`config.mk`:
```
export PLATFORM = sky130hd
export DESIGN_NAME = gaussian_conv_5x5
export DESIGN_NICKNAME = d
export VERILOG_FILES = /design/src/rtl/gaussian_conv_5x5.sv
export SDC_FILE = /design/constraint.sdc
export NUM_CORES = 1
export LEC_CHECK = 0
export ABC_AREA = 1
export CORE_AREA = 2 2 112 114
export CTS_CLUSTER_DIAMETER = 40
export DETAILED_ROUTE_END_ITERATION = 6
export DIE_AREA = 0 0 114 116
export PLACE_DENSITY = 0.81
export SLEW_MARGIN = 20
export SYNTH_ARGS = -nofsm -noshare
export SYNTH_HDL_FRONTEND = slang
export SYNTH_SLANG_ARGS = --single-unit
export TNS_END_PERCENT = 20
```
`constraint.sdc`:
```
create_clock -name clk -period 4.46 [get_ports clk]
set_input_delay 0.892 -clock clk [delete_from_list [all_inputs] [get_ports clk]]
set_output_delay 0.892 -clock clk [all_outputs]
set_load 0.01 [all_outputs]
```
`src/rtl/gaussian_conv_5x5.sv`:
```
// gaussian_conv_5x5: separable [1 4 6 4 1] 5x5 Gaussian over line-buffer row taps, 3-stage pipeline.
// Optional GAUSS_BYPASS_EN adds a bypass input that selects the raw centre pixel instead of the filter.
module gaussian_conv_5x5 #(
    parameter int DATA_WIDTH = 8,
    parameter int LINE_WIDTH = 1920
) (
    input  logic                  clk,
    input  logic                  rst_n,
    input  logic                  enable,
    input  logic                  sof,
    input  logic [DATA_WIDTH-1:0] row_0,
    input  logic [DATA_WIDTH-1:0] row_1,
    input  logic [DATA_WIDTH-1:0] row_2,
    input  logic [DATA_WIDTH-1:0] row_3,
    input  logic [DATA_WIDTH-1:0] row_4,
`ifdef GAUSS_BYPASS_EN
    input  logic                  bypass,
`endif
    output logic [DATA_WIDTH-1:0] pixel_out,
    output logic                  valid_out
);
    localparam int VW     = DATA_WIDTH + 4;
    localparam int HW     = DATA_WIDTH + 8;
    localparam int CW     = (LINE_WIDTH > 1) ? $clog2(LINE_WIDTH) : 1;
    localparam int STAGES = 2;

    logic [CW-1:0]         col_cnt, pc;
    logic [2:0]            row_cnt, pr;
    logic                  win_ok;
    logic [VW-1:0]         vsum;
    logic [VW-1:0]         col_sr [5];
    logic [HW-1:0]         hsum, hsum_s2;
    logic [STAGES:1]       vld_pipe;
    logic [DATA_WIDTH-1:0] out_next;

    function automatic logic [HW-1:0] tap5(input logic [HW-1:0] a, b, c, d, e);
        return a + (b << 2) + (c << 2) + (c << 1) + (d << 2) + e;
    endfunction

    // sof forces the current sample to position (0,0) regardless of the counters
    assign pc     = sof ? '0 : col_cnt;
    assign pr     = sof ? '0 : row_cnt;
    assign win_ok = (pc >= CW'(4)) && (pr >= 3'd4);
    assign vsum   = VW'(tap5(HW'(row_0), HW'(row_1), HW'(row_2), HW'(row_3), HW'(row_4)));
    assign hsum   = tap5(HW'(col_sr[0]), HW'(col_sr[1]), HW'(col_sr[2]), HW'(col_sr[3]), HW'(col_sr[4]));

    always_ff @(posedge clk or negedge rst_n) begin
        if (!rst_n) begin
            col_cnt  <= '0;
            row_cnt  <= '0;
            hsum_s2  <= '0;
            vld_pipe <= '0;
            for (int i = 0; i < 5; i++) col_sr[i] <= '0;
        end else if (enable) begin
            if (pc == CW'(LINE_WIDTH - 1)) begin
                col_cnt <= '0;
                row_cnt <= (pr == 3'd4) ? 3'd4 : pr + 3'd1;
            end else begin
                col_cnt <= pc + CW'(1);
                row_cnt <= pr;
            end
            for (int i = 0; i < 4; i++) col_sr[i] <= col_sr[i+1];
            col_sr[4] <= vsum;
            hsum_s2   <= hsum;
            vld_pipe  <= {vld_pipe[1], win_ok};
        end
    end

`ifdef GAUSS_BYPASS_EN
    logic [DATA_WIDTH-1:0] ctr_sr [3];
    logic [DATA_WIDTH-1:0] ctr_s2;

    // ctr_sr[0] is the centre-row pixel two columns behind the newest sample
    always_ff @(posedge clk or negedge rst_n) begin
        if (!rst_n) begin
            ctr_s2 <= '0;
            for (int i = 0; i < 3; i++) ctr_sr[i] <= '0;
        end else if (enable) begin
            ctr_sr[0] <= ctr_sr[1];
            ctr_sr[1] <= ctr_sr[2];
            ctr_sr[2] <= row_2;
            ctr_s2    <= ctr_sr[0];
        end
    end
`endif

    // hsum max is (2^DW-1)*256, so adding 128 cannot overflow HW bits
    always_comb begin
        out_next = DATA_WIDTH'((hsum_s2 + HW'(128)) >> 8);
`ifdef GAUSS_BYPASS_EN
        if (bypass) out_next = ctr_s2;
`endif
    end

    always_ff @(posedge clk or negedge rst_n) begin
        if (!rst_n) begin
            pixel_out <= '0;
            valid_out <= 1'b0;
        end else begin
            valid_out <= enable & vld_pipe[STAGES];
            if (enable && vld_pipe[STAGES]) pixel_out <= out_next;
        end
    end
endmodule
```
==> key figures <==
STA
  – Fin crit share: 0.926
  – RSZ-0062 raised after global routing: false
  – Final setup viols: 0
  – Hold slack: 0.476 ns
  – Final Hold Viols: 0
  – Relative slew margins: 0.324
  – Fmax: between 200 and 250 MHz
  – Clk_skew: around 0.0071 ns
  – Final WS setup: ~0.33 ns
  – Fin crit period: between 4 and 5 ns
  – Least-Margin Pin Slew: just over 1 ns
  – Max-slew violation count: 0

Drt
  – Iter 0 DRT Violations: 327
  – WL final: between 10 and 15 mm
  – Vias per Instance: just under 5
  – Post-DRT Antenna Nets: 0
  – DR DRC count: 0
  – Post-DR wirelength/cell: 11.5 µm
  – Total number of vias: around 5,200
  – Router iterations before antenna repair: 4

Yosys
  – Main combinational cell family by area after synthesis: adder cells
  – Distinct cells, synth: 37
  – Synth Area in Simple Gates: 0.185
  – FF+latch count, synth: between 90 and 100
  – Post-synthesis compound-gate area fraction: 0.0722
  – Number of synthesized flops with an enable pin: 0
  – Area of the mapped netlist: approximately 7100 µm²
  – Syn_area_per_cell: 8.21 µm²
  – Mux cell area share after synthesis: 0
  – Synth Warn #: 0
  – Ys flop type: dfrtp_1
  – Post-Synth XOR/XNOR Area: 0.0123
  – Post-Synth Adder-Cell Area: 0.264
  – Post-synth ARST share: 1.00
  – Mapped Cells: 865
  – Syn nets: 1,015
  – Seq/Total Area, Yosys: 0.331

GRT
  – Remaining global-route overflow: 0
  – Total GRT Usage: 0.216
  – Number of global-route vias before repair: 5,329
  – First-pass GRT wire length: 22.9 mm
  – Initial antenna violation count: 0
  – Largest net degree at the start of global routing: 94

CTS
  – Clock sink count: 94
  – H-tree depth: 3
  – Number of CTS-inserted buffers: 9
  – Post-CTS sizing: 0
  – Maximum clock path buffer count: 2
  – # Post-CTS Setup Buffers: 0
  – CTS tree: done
  – Cts hold-fix bufs: 0
  – Reg clk slew, reported paths: about 0.06 ns
  – Insertion delay to the later sink of the worst-skew pair: 0.35 ns
  – Clk root buf: clkbuf_16

Worst hold path
  – Worst Hold Launch: vld_pipe[2]
  – Hold Path End: vld_pipe[2]
  – Hold path depth: 2
  – Hold WC Path Type: reg2reg

Final layout
  – Share of cells above drive strength 1: 0.0466
  – Filler cells: approximately 970
  – Commonest non-fill, non-tap cell in the layout: inv_1
  – Final net count: around 1,100
  – Ant. Diodes: 0
  – Most frequent cells in the layout: 228 x inv_1, 207 x nand2_1, 94 x dfrtp_1
  – Syn-to-layout area delta: 13.6%

Floorplan
  – IO Count: 53
  – Die Span X: around 110 µm
  – Core area: ~12,000 µm²
  – Chip Height: 116 µm
  – Die ar.: about 13,000 µm²
  – Row cnt: 40
  – Initial core utilization: 0.596

Status
  – Run status: finished clean

Job
  – Max-cap check violation count: 0

Setup path
  – Cell Chain, Critical Path: clkdlybuf4s50_1 -> inv_1 -> fa_1 -> inv_1 -> fa_1 -> inv_1 -> fa_1 -> inv_1 -> ha_1 -> fa_1 -> nand2_1 -> nand2_1 -> nand2_1 -> nand2_1 -> nand4_1 -> nand3b_1 -> nand3_1 -> nand2_1
  – Crit Path Max Fanout: 3
  – Reg2reg end: hsum_s2[14]
  – Critical path type: in2reg
  – Delay-heaviest family, CP: adder cells
  – CP Capture Type: flip-flop
  – Crit path top cell by count: nand2_1
  – Crit-path slowest cell: fa_1
  – CP required: roughly 4.7 ns
  – Reg2reg setup slack: 1.02 ns
  – Crit path buf inv count: 5
  – Max incr delay on CP: between 0.5 and 0.6 ns
  – Critical Path Source Type: primary input
  – CP arrival: around 4.4 ns
  – Crit Reg-Reg Startpoint: col_sr[9]
  – Worst reg2reg path depth: 14

Place
  – Number of buffers added on ports: between 50 and 60
  – Dpl hpwl: ~9.5 mm
  – Final GP Congestion: between 0.8 and 0.9
  – Worst slack at placement: -0.0314 ns
## layer usage
| metal | global-route usage | vias to the layer above | part of all wire |
|---|---|---|---|
| li1 | - | 2676 | - |
| met2 | 0.374 | 64 | 0.50 |
| met3 | 0.0424 | 9 | 0.024 |
| met5 | 0 | - | 0 |
| met1 | 0.283 | 2478 | 0.46 |
| met4 | 0.0504 | 0 | 0.0086 |
## synth_stat cells, types with 2 or more instances
cell      number  area share
nand4_1        8      0.0070
nor2_4         3      0.0048
o21ai_1        8      0.0056
nand2_1      207        0.11
ha_1          33       0.058
nor3_1         5      0.0035
buf_1          3      0.0016
nor2_1        29       0.015
o21ai_0       66       0.046
fa_1          73        0.21
dfrtp_1       94        0.33
o21bai_1       2      0.0021
xor2_1         5      0.0062
nand3b_1       2      0.0021
nand2_4        2      0.0032
a21oi_1       11      0.0077
and2_1         2      0.0018
inv_2          5      0.0026
buf_2          3      0.0021
clkbuf_1      11      0.0058
a31oi_1        3      0.0026
nand3_1       37       0.026
nand2_2        2      0.0018
xnor2_1        5      0.0062
o22ai_1        5      0.0044
inv_1        228        0.12
nor2_2         3      0.0026
## registers in the layout, indices dropped and copies added (netlist names)
| register | flops |
|---|---|
| col_cnt | 11 |
| row_cnt | 3 |
| valid_out | 1 |
| hsum_s2 | 9 |
| col_sr | 60 |
| vld_pipe | 2 |
| pixel_out | 8 |
## worst min-delay path, delay by kind of cell (launching register included)
kind	cells	cell delay, ns
AND/OR/NAND/NOR	2	0.10
flip-flops	1	0.35
## final cells by class
cell class              instances  area, µm²  area share
clock buffers                  10        229      0.0284
inverters                     234        878       0.109
flip-flops and latches         94       2350       0.292
multi-input cells             518       3790       0.470
well taps                     147        184      0.0228
repair buffers                 60        573      0.0710
clock inverters                 6       62.6     0.00775
## logic make-up (layout without fill, tap and decap cells)
logic type / count (synthesis) / count (layout)
XOR/XNOR: 10 / 10
adder cells (fa/ha/maj): 106 / 106
AND/OR/NAND/NOR: 304 / 304
AO/OA/AOI/OAI: 98 / 98
flip-flops: 94 / 94
buffers and inverters: 253 / 310
## how the worst max path moves through the flow
stage	startpoint	to	slack, ns	cells after the start
floorplan	row_0[3]	col_sr[11]	0.59	17
global placement	row_0[3]	col_sr[11]	-0.002	18
detailed placement	row_0[3]	col_sr[11]	-0.03	18
CTS	row_0[3]	col_sr[11]	0.34	18
global route	row_0[3]	col_sr[11]	0.1	19
finish	row_0[3]	col_sr[11]	0.33	18
## metrics by stage
step	util	instances	instance area [µm²]	TNS, ns
after floorplan	-	865	7100	0
after global placement	0.653	1053	7780	-0.00179
after detailed placement	0.653	1053	7780	-0.0314
after CTS	0.677	1069	8070	0
after global routing	0.677	1069	8070	0
final	0.677	1069	8070	0
Power is left out: the tool's default activity adds up to more than one toggle a clock period on the data nets, which glitch-free logic cannot reach.
